===== src/rtl/riscv_pkg.sv =====
// Shared RV32 load/store definitions: funct3 width codes, LSU state
// encoding, default memory timeout and small width-decoding helpers.
package riscv_pkg;

  // RV32I load/store width codes (funct3)
  localparam logic [2:0] F3_B  = 3'b000;
  localparam logic [2:0] F3_H  = 3'b001;
  localparam logic [2:0] F3_W  = 3'b010;
  localparam logic [2:0] F3_BU = 3'b100;
  localparam logic [2:0] F3_HU = 3'b101;

  // Cycles the LSU waits for mem_ready before aborting an access
  localparam int unsigned LSU_MEM_TIMEOUT = 15;

  typedef enum logic [1:0] {
    ST_IDLE   = 2'd0,
    ST_ACCESS = 2'd1,
    ST_WAIT   = 2'd2,
    ST_RESP   = 2'd3
  } lsu_state_e;

  typedef enum logic [1:0] {
    SZ_B = 2'd0,
    SZ_H = 2'd1,
    SZ_W = 2'd2
  } lsu_size_e;

  // Access size; the unused codes 011/110/111 behave as a full word
  function automatic lsu_size_e f3_size(input logic [2:0] f3);
    case (f3)
      F3_B, F3_BU: return SZ_B;
      F3_H, F3_HU: return SZ_H;
      default:     return SZ_W;
    endcase
  endfunction

  function automatic logic f3_unsigned(input logic [2:0] f3);
    return (f3 == F3_BU) || (f3 == F3_HU);
  endfunction

  // Force the low address bits onto the natural boundary of the access size
  function automatic logic [1:0] align_low(input lsu_size_e sz, input logic [1:0] a);
    case (sz)
      SZ_B:    return a;
      SZ_H:    return {a[1], 1'b0};
      default: return 2'b00;
    endcase
  endfunction

endpackage


===== src/rtl/riscv_lsu_align.sv =====
// lsu_align: combinational byte-lane logic for the LSU. Produces the store
// byte mask, the lane-replicated store data and the extended load data.
module lsu_align
  import riscv_pkg::*;
(
  input  logic [2:0]  funct3,
  input  logic [1:0]  addr_lo,
  input  logic [31:0] wdata,
  input  logic [31:0] rdata,
  output logic [3:0]  wmask,
  output logic [31:0] wdata_rep,
  output logic [31:0] rdata_ext
);

  lsu_size_e   size;
  logic        is_unsigned;
  logic [7:0]  byte_sel;
  logic [15:0] half_sel;

  // Lane selection and extension for the current access size
  always_comb begin
    // NOTE: every output gets a default before the case so no path leaves it unassigned (no latch).
    size        = f3_size(funct3);
    is_unsigned = f3_unsigned(funct3);
    byte_sel    = rdata[{addr_lo, 3'b000} +: 8];
    half_sel    = addr_lo[1] ? rdata[31:16] : rdata[15:0];
    wmask       = 4'b1111;
    wdata_rep   = wdata;
    rdata_ext   = rdata;
    case (size)
      SZ_B: begin
        wmask     = 4'b0001 << addr_lo;
        wdata_rep = {4{wdata[7:0]}};
        rdata_ext = is_unsigned ? {24'b0, byte_sel} : {{24{byte_sel[7]}}, byte_sel};
      end
      SZ_H: begin
        wmask     = addr_lo[1] ? 4'b1100 : 4'b0011;
        wdata_rep = {2{wdata[15:0]}};
        rdata_ext = is_unsigned ? {16'b0, half_sel} : {{16{half_sel[15]}}, half_sel};
      end
      default: ;
    endcase
  end

endmodule


===== src/rtl/riscv_lsu.sv =====
// riscv_lsu: RV32I load/store unit. IDLE -> ACCESS -> WAIT -> RESP handshake
// towards a word-addressed memory with a bounded wait for mem_ready.
// Optional feature macro LSU_MISALIGN_TRAP_EN: misaligned H/W accesses go
// straight to an error response; otherwise their low address bits are
// forced to alignment and the access proceeds.
module riscv_lsu
  import riscv_pkg::*;
#(
  parameter int unsigned MEM_TIMEOUT = LSU_MEM_TIMEOUT
) (
  input  logic        clk,
  input  logic        rst_n,
  input  logic        req_valid,
  output logic        req_ready,
  input  logic        req_we,
  input  logic [2:0]  req_funct3,
  input  logic [31:0] req_addr,
  input  logic [31:0] req_wdata,
  output logic        rsp_valid,
  output logic [31:0] rsp_rdata,
  output logic        rsp_err,
  output logic [31:0] mem_addr,
  output logic [31:0] mem_wdata,
  output logic [3:0]  mem_wmask,
  output logic        mem_rstrb,
  input  logic [31:0] mem_rdata,
  input  logic        mem_ready
);

  localparam logic [7:0] TIMEOUT_LAST = 8'(MEM_TIMEOUT - 1);

  lsu_state_e  state_q, state_d;
  logic [7:0]  cnt_q, cnt_d;
  logic        we_q, we_d;
  logic [2:0]  funct3_q, funct3_d;
  logic [1:0]  addr_lo_q, addr_lo_d;
  logic        req_ready_q, req_ready_d;
  logic        rsp_valid_q, rsp_valid_d;
  logic        rsp_err_q, rsp_err_d;
  logic [31:0] rsp_rdata_q, rsp_rdata_d;
  logic [31:0] mem_addr_q, mem_addr_d;
  logic [31:0] mem_wdata_q, mem_wdata_d;
  logic [3:0]  mem_wmask_q, mem_wmask_d;
  logic        mem_rstrb_q, mem_rstrb_d;

  logic [1:0]  req_addr_lo;
  logic        misaligned;
  logic [2:0]  al_funct3;
  logic [1:0]  al_addr_lo;
  logic [3:0]  al_wmask;
  logic [31:0] al_wdata;
  logic [31:0] al_rdata;

  // Misalignment handling for the incoming request
  always_comb begin
`ifdef LSU_MISALIGN_TRAP_EN
    req_addr_lo = req_addr[1:0];
    case (f3_size(req_funct3))
      SZ_H:    misaligned = req_addr[0];
      SZ_W:    misaligned = (req_addr[1:0] != 2'b00);
      default: misaligned = 1'b0;
    endcase
`else
    req_addr_lo = align_low(f3_size(req_funct3), req_addr[1:0]);
    misaligned  = 1'b0;
`endif
  end

  // Lane logic sees the live request in IDLE and the latched one afterwards
  always_comb begin
    al_funct3  = (state_q == ST_IDLE) ? req_funct3  : funct3_q;
    al_addr_lo = (state_q == ST_IDLE) ? req_addr_lo : addr_lo_q;
  end

  lsu_align u_align (
    .funct3    (al_funct3),
    .addr_lo   (al_addr_lo),
    .wdata     (req_wdata),
    .rdata     (mem_rdata),
    .wmask     (al_wmask),
    .wdata_rep (al_wdata),
    .rdata_ext (al_rdata)
  );

  // Next state and next values of the registered outputs
  always_comb begin
    state_d     = state_q;
    cnt_d       = cnt_q;
    we_d        = we_q;
    funct3_d    = funct3_q;
    addr_lo_d   = addr_lo_q;
    req_ready_d = req_ready_q;
    rsp_valid_d = rsp_valid_q;
    rsp_err_d   = rsp_err_q;
    rsp_rdata_d = rsp_rdata_q;
    mem_addr_d  = mem_addr_q;
    mem_wdata_d = mem_wdata_q;
    mem_wmask_d = mem_wmask_q;
    mem_rstrb_d = mem_rstrb_q;
    case (state_q)
      ST_IDLE: begin
        if (req_valid) begin
          we_d        = req_we;
          funct3_d    = req_funct3;
          addr_lo_d   = req_addr_lo;
          mem_addr_d  = {req_addr[31:2], 2'b00};
          req_ready_d = 1'b0;
          if (misaligned) begin
            state_d     = ST_RESP;
            rsp_valid_d = 1'b1;
            rsp_err_d   = 1'b1;
            rsp_rdata_d = '0;
          end else begin
            state_d     = ST_ACCESS;
            mem_wdata_d = al_wdata;
            mem_wmask_d = req_we ? al_wmask : 4'b0000;
            mem_rstrb_d = ~req_we;
          end
        end
      end
      ST_ACCESS: begin
        state_d     = ST_WAIT;
        cnt_d       = '0;
        mem_wmask_d = 4'b0000;
        mem_rstrb_d = 1'b0;
      end
      ST_WAIT: begin
        if (mem_ready) begin
          state_d     = ST_RESP;
          rsp_valid_d = 1'b1;
          rsp_err_d   = 1'b0;
          rsp_rdata_d = we_q ? '0 : al_rdata;
        end else if (cnt_q == TIMEOUT_LAST) begin
          state_d     = ST_RESP;
          rsp_valid_d = 1'b1;
          rsp_err_d   = 1'b1;
          rsp_rdata_d = '0;
        end else begin
          cnt_d = cnt_q + 8'd1;
        end
      end
      ST_RESP: begin
        state_d     = ST_IDLE;
        req_ready_d = 1'b1;
        rsp_valid_d = 1'b0;
        rsp_err_d   = 1'b0;
        rsp_rdata_d = '0;
      end
      default: state_d = ST_IDLE;
    endcase
  end

  // State and output registers with synchronous active-low reset
  always_ff @(posedge clk) begin
    // NOTE: sequential state uses non-blocking assignments so every flop samples pre-edge values.
    if (!rst_n) begin
      state_q     <= ST_IDLE;
      cnt_q       <= '0;
      we_q        <= 1'b0;
      funct3_q    <= '0;
      addr_lo_q   <= '0;
      req_ready_q <= 1'b1;
      rsp_valid_q <= 1'b0;
      rsp_err_q   <= 1'b0;
      rsp_rdata_q <= '0;
      mem_addr_q  <= '0;
      mem_wdata_q <= '0;
      mem_wmask_q <= '0;
      mem_rstrb_q <= 1'b0;
    end else begin
      state_q     <= state_d;
      cnt_q       <= cnt_d;
      we_q        <= we_d;
      funct3_q    <= funct3_d;
      addr_lo_q   <= addr_lo_d;
      req_ready_q <= req_ready_d;
      rsp_valid_q <= rsp_valid_d;
      rsp_err_q   <= rsp_err_d;
      rsp_rdata_q <= rsp_rdata_d;
      mem_addr_q  <= mem_addr_d;
      mem_wdata_q <= mem_wdata_d;
      mem_wmask_q <= mem_wmask_d;
      mem_rstrb_q <= mem_rstrb_d;
    end
  end

  assign req_ready = req_ready_q;
  assign rsp_valid = rsp_valid_q;
  assign rsp_err   = rsp_err_q;
  assign rsp_rdata = rsp_rdata_q;
  assign mem_addr  = mem_addr_q;
  assign mem_wdata = mem_wdata_q;
  assign mem_wmask = mem_wmask_q;
  assign mem_rstrb = mem_rstrb_q;

endmodule


===== config.mk =====
export PLATFORM = sky130hd
export DESIGN_NAME = riscv_lsu
export DESIGN_NICKNAME = d
export VERILOG_FILES = /design/src/rtl/riscv_pkg.sv /design/src/rtl/riscv_lsu_align.sv /design/src/rtl/riscv_lsu.sv
export SDC_FILE = /design/constraint.sdc
export NUM_CORES = 1
export LEC_CHECK = 0
export BUFFER_PORTS_ARGS = -buffer_cell sky130_fd_sc_hd__buf_2
export CAP_MARGIN = 25
export CORE_MARGIN = 2
export CORE_UTILIZATION = 50
export DETAILED_ROUTE_END_ITERATION = 16
export PLACE_DENSITY = 0.88
export SYNTH_ARGS = -nofsm -noshare
export SYNTH_HDL_FRONTEND = slang
export SYNTH_HIERARCHICAL = 1
export SYNTH_SLANG_ARGS = --single-unit
export TNS_END_PERCENT = 50

===== constraint.sdc =====
create_clock -name clk -period 3.5 [get_ports clk]
set_input_delay 0.875 -clock clk [delete_from_list [all_inputs] [get_ports clk]]
set_output_delay 0.875 -clock clk [all_outputs]
set_load 0.03 [all_outputs]

=== Word level (Yosys, flattened, before mapping) ===
Cells that the tools add are included.

* Add/subtract/negate cells: 1
* Multipliers: 0
* Div/mod/pow operators: 0
* Magnitude comparators: 0
* Equal/unequal tests: 16
* Shifts and indexed selects: 2
* Muxes and demuxes: 35
* Bitwise gates (word level): 1
* Reduce and logical (&&, ||, !) cells: 20

{| class="wikitable"
|+ Operators by type and width
! cell !! count
|-
| $pmux W32 S2 || 3
|-
| $mux W32 || 5
|-
| $shiftx A32 B6 Y8 || 1
|-
| $mux W16 || 1
|-
| $mux W8 || 2
|-
| $pmux W4 S2 || 2
|-
| $pmux W8 S2 || 1
|-
| $eq A3 B3 Y1 const B || 4
|-
| $mux W4 || 3
|-
| $pmux W2 S2 || 3
|-
| $reduce_and A2 Y1 || 5
|-
| $add A8 B1 Y8 const B || 1
|-
| $eq A8 B4 Y1 const B || 1
|-
| $mux W2 || 4
|-
| $pmux W1 S2 || 4
|-
| $pmux W2 S4 || 1
|-
| $reduce_bool A2 Y1 || 4
|-
| $reduce_or A2 Y1 || 4
|-
| $eq A2 B1 Y1 const B || 3
|-
| $eq A3 B1 Y1 const B || 2
|-
| $logic_not A2 Y1 || 3
|-
| $logic_not A3 Y1 || 2
|-
| $ne A2 B2 Y1 const B || 3
|-
| $mux W1 || 5
|-
| 7 further kinds || 8
|}

* Register bits: 118
* Latch bits: 0
* Memory bits (writable): 0
* Memory bits (read-only): 0
* Input port bits: 104
* Output and inout bits: 104
* Logic and storage cells: 88
* Memories kept: 0

=== Longest topological paths before layout ===
* Depth in word-level cells: 12
* Mapped depth: 11
* Mapped depth without buffers: 8

=== By module ===
Netlist, hierarchy kept.

{| class="wikitable"
|+ Modules (own cells, without submodules)
! module !! instances !! cells each !! area each (sq um) !! sequential area each (sq um)
|-
| riscv_lsu || 1 || 489 || 4271.6 || 2362.3
|-
| lsu_align || 1 || 172 || 1328.8 || 0.0
|}

=== Worst setup path before layout ===
Ideal clock, no wire load.

* Path kind: register to register
* Start: register state_q[0]
* End: register rsp_rdata_q[12], in the netlist rsp_rdata[12]
* Library setup time: 0.117 ns
* Data arrival time: 2.430 ns
* Required time: 3.383 ns
* Slack: 0.953 ns
* Stages on the path, launching flop included: 10
* Path buffers: 2
* Clock period less this slack: 2.547 ns
* Path through: dfxtp_1 > inv_1 > ha_1 > clkbuf_1 > o21ai_0 > mux2_2 > a22oi_4 > buf_6 > o221ai_2 > a22o_1

* Elaborated cells between the ends (all ways): 26
* Those cells by class: 7 x eq/ne; 1 x shift; 10 x mux; 8 x reduce/logical

{| class="wikitable"
|+ RTL lines
! element !! RTL line !! RTL
|-
| start: declaration || riscv_lsu.sv:32 || <nowiki>lsu_state_e state_q, state_d;</nowiki>
|-
| start signal: assignment || riscv_lsu.sv:171 || <nowiki>state_q <= state_d;</nowiki>
|-
| $logic_not A2 Y1 || riscv_lsu.sv:72 || <nowiki>al_addr_lo = (state_q == ST_IDLE) ? req_addr_lo : addr_lo_q;</nowiki>
|-
| $mux W2 || riscv_lsu.sv:72 ||
|-
| named net al_addr_lo[0] || riscv_lsu.sv:49 || <nowiki>logic [1:0] al_addr_lo;</nowiki>
|-
| $shiftx A32 B6 Y8 || riscv_lsu_align.sv:25 || <nowiki>byte_sel = rdata[{addr_lo, 3'b000} +: 8];</nowiki>
|-
| $mux W32 || riscv_lsu_align.sv:34 || <nowiki>rdata_ext = is_unsigned ? {24'b0, byte_sel} : {{24{byte_sel[7]}}, byte_sel};</nowiki>
|-
| $pmux W32 S2 || riscv_lsu_align.sv:30 || <nowiki>case (size)</nowiki>
|-
| named net al_rdata[12] || riscv_lsu.sv:52 || <nowiki>logic [31:0] al_rdata;</nowiki>
|-
| $mux W32 || riscv_lsu.sv:132 || <nowiki>rsp_rdata_d = we_q ? '0 : al_rdata;</nowiki>
|-
| $mux W32 || riscv_lsu.sv:128 || <nowiki>if (mem_ready) begin</nowiki>
|-
| $pmux W32 S2 || riscv_lsu.sv:100 || <nowiki>case (state_q)</nowiki>
|-
| end signal: assignment || riscv_lsu.sv:179 || <nowiki>rsp_rdata_q <= rsp_rdata_d;</nowiki>
|-
| end: declaration || riscv_lsu.sv:40 || <nowiki>logic [31:0] rsp_rdata_q, rsp_rdata_d;</nowiki>
|}

The timed path passes the listed nets, and every way through them passes these cells.
A chain may end at the register's enable or synchronous reset.

=== Worst setup path after layout ===
* Start: register state_q[0]
* End: register rsp_rdata_q[22], in the netlist rsp_rdata[22]

The elaborated chain is that of the path after synthesis.

==> key figures <==
Critical path
  – Critical Path AT: 3.34 ns
  – CP max FO: 16
  – Critical path endpoint: rsp_rdata[22]$_SDFFE_PN0P_
  – CP max-delay cell: o21ai_0
  – Cell depth of the worst flop-to-flop path: 8
  – Crit. End Element: flop
  – Critical R2R Capture: rsp_rdata[22]$_SDFFE_PN0P_
  – CP startpoint: state_q[0]$_SDFFE_PN0P_
  – Cell Chain, Critical Path: inv_1, ha_1, o21ai_0, mux2_2, a22oi_4, buf_4, o22ai_1, a22o_1
  – Reg2reg start: state_q[0]$_SDFFE_PN0P_
  – CP required: just under 4 ns
  – Critical path class: reg -> reg
  – Setup slack, reg-to-reg: 0.58 ns
  – Crit-path max cell delay: slightly above 0.7 ns
  – Critical Path Start Type: flop

Outcome
  – Status: complete, no violations

Die
  – DIE WIDTH: 110 um
  – Die area: about 12000 um^2
  – Initial core utilization: between 50% and 60%
  – I/O pins: around 210
  – Die Ht: 110 um
  – Row count: 38
  – Core box area: between 10000 and 15000 um^2

STA
  – Period utilisation layout: 83.5%
  – Setup TNS: 0 ns
  – Worst Tran Pin Value: between 0.9 and 1 ns
  – Max Slew Vio Count: 0
  – Max transition margin: around two fifths
  – Final hold vios: 0
  – Worst hold slack: roughly 0.45 ns
  – Setup Skew: 0.00914 ns
  – Post-route minimum period: a little under 3 ns
  – RSZ-0062 raised after global routing: false
  – Setup violators final: 0
  – Peak Freq: 0.342 GHz

Placed design
  – GPL Wtd Cong: between 0.8 and 0.9
  – Detailed placer's ending HPWL: ~11 mm
  – DP Area: between 6000 and 7000 um^2
  – I/O Buffers: approximately 200

Detailed routing
  – DR vias/cell: around 5.6
  – Routed len/inst: roughly 17 um
  – DRT iter0 DRCs: around 530
  – WL final: around 16 mm
  – First-pass DRT Iterations: 6
  – DRC: 0
  – Vias: 5541
  – Antenna-violating nets left: 0

Global route
  – First-pass GRT wire length: 25.2 mm
  – Via count of the first global-routing pass: between 5k and 6k
  – Grt total ovfl: 0
  – Largest net degree at the start of global routing: 46
  – Total track usage: a little over a quarter
  – Initial antenna violation count: 2

Power and ir drop
  – Final Total Pwr: roughly 5.7 mW
  – Leak: 3.25 nW
  – Worst vdd ir: roughly 520 uV
  – Pwr/cell area: ~800 nW/um^2

Synthesis
  – Async set-reset flop share out of synthesis: 0%
  – Top_reg_cell synth: dfxtp_1
  – Register area share after synthesis: 42.2%
  – Synthesis Warnings: 6
  – Number of synthesized register bits: roughly 120
  – Number of synthesized flops with an enable pin: 0
  – Mapped Avg Cell Area: 8.47 um^2
  – Cells after synthesis: 661
  – Yosys cell types: 51
  – Cell Area, Synth: 5600 um^2

Clock network
  – Clk pin slew, worst setup/hold paths: 0.06 ns
  – CTS buffer count: 17
  – Post-CTS Setup Inserts: 0
  – CTS Hold Bufs: 0
  – H-tree levels: 4
  – Post-cts sizing count: 0
  – TritonCTS clock tree: yes
  – Clock sinks: ~120
  – Clock root buffer: clkbuf_8
  – Clock Latency Late Sink: about 0.53 ns
  – Clk buf depth: 2

Finish
  – Filler cell count: just under 900
  – Area growth, synth to finish: 28.8%
  – Register area: 2360 um^2
  – Most frequent cells in the layout: buf_2, nand2_1, dfxtp_1
  – Layout cells sized above 1: between 30% and 40%
  – Multi-input logic area: 2870 um^2
  – Design area: around 7200 um^2
  – Most common cell after layout, fill and taps aside: buf_2
  – Final #Nets: around 950

Run
  – MaxCap Viol Count: 0

Hold path
  – Hold depth: 2
  – Hold_sp: mem_addr[3]$_SDFFE_PN0P_
  – HP Class: reg -> reg
## Yosys cell counts, drive strengths merged, types with 8 or more instances
library cell / n / share of area, %
mux2: 23 / 5.1
a21oi: 78 / 7.0
buf: 34 / 4.3
o21ai: 12 / 1.1
o221ai: 8 / 1.7
nand3: 15 / 1.3
nor2: 11 / 0.74
nand2: 163 / 11
dfxtp: 118 / 42
clkbuf: 31 / 2.1
a22o: 32 / 5.0
nor2b: 22 / 2.5
inv: 9 / 0.60
a22oi: 9 / 1.5
o22ai: 17 / 1.9
mux2i: 16 / 2.9
## layout make-up
class,count,area share [%]
well taps,140,2.43
inverters,9,0.469
diodes,2,0.0694
clock buffers,22,6.14
flip-flops and latches,118,32.8
multi-input cells,470,39.7
clock inverters,9,2.43
repair buffers,220,16.0
## logic make-up (layout without fill, tap and decap cells)
group / Yosys count / count (layout) / synth area share, %
and+or+nand+nor: 236 / 236 / 18.6
AOI/OAI and AO/OA: 186 / 186 / 22.7
DFF: 118 / 118 / 42.2
buffers and inverters: 74 / 260 / 6.97
muxes: 39 / 39 / 7.95
adders and majority gates: 7 / 7 / 1.56
other: 1 / 4 / 0.0670
## registers in the layout, indices dropped and copies added (netlist names), 2 cells and up
register   count
addr_lo_q      2
cnt_q          8
funct3_q       3
mem_addr      30
mem_wdata     32
mem_wmask      4
rsp_rdata     32
state_q        2
## per-layer routing
| layer | share of wire (%) | vias up | track usage (%) |
|---|---|---|---|
| met1 | 41 | 2582 | 31.8 |
| li1 | - | 2658 | - |
| met3 | 9.9 | 35 | 10.4 |
| met4 | 2.4 | 0 | 12.1 |
| met5 | 0 | - | 0 |
| met2 | 47 | 266 | 43.3 |
## metrics by stage
stage	std cells	util, %	setup slack, ns
2_1_floorplan	662	-	0.953
3_3_place_gp	957	60.5	0.544
3_5_place_dp	957	60.5	0.459
4_1_cts	988	66.2	0.619
5_1_grt	990	66.2	0.478
6_report	990	66.2	0.577
## report_power, final
group / total [mW] / internal, mW / leakage, nW / switching (mW)
Sequential: 1.65 / 1.55 / 0.962 / 0.105
Clock: 1.83 / 1.24 / 0.295 / 0.595
Combinational: 2.21 / 0.776 / 1.99 / 1.44
## worst min path at each step
stage                                      endpoint  slack [ns]
after floorplan           addr_lo_q[1]$_SDFFE_PN0P_        0.43
after global placement    mem_wmask[3]$_SDFFE_PN0P_        0.44
after detailed placement  mem_addr[17]$_SDFFE_PN0P_        0.44
after CTS                 mem_addr[17]$_SDFFE_PN0P_        0.45
after global routing      mem_addr[17]$_SDFFE_PN0P_        0.47
final                      mem_addr[3]$_SDFFE_PN0P_        0.45
## critical path, delay by kind of cell, from the launching register on
| family | cells | cell delay [ns] |
|---|---|---|
| compound gates | 4 | 1.36 |
| mux | 1 | 0.46 |
| buf+inv | 2 | 0.41 |
| flops | 1 | 0.37 |
| fa+ha+maj | 1 | 0.23 |
No activity file was read; power rests on OpenSTA's default activity.
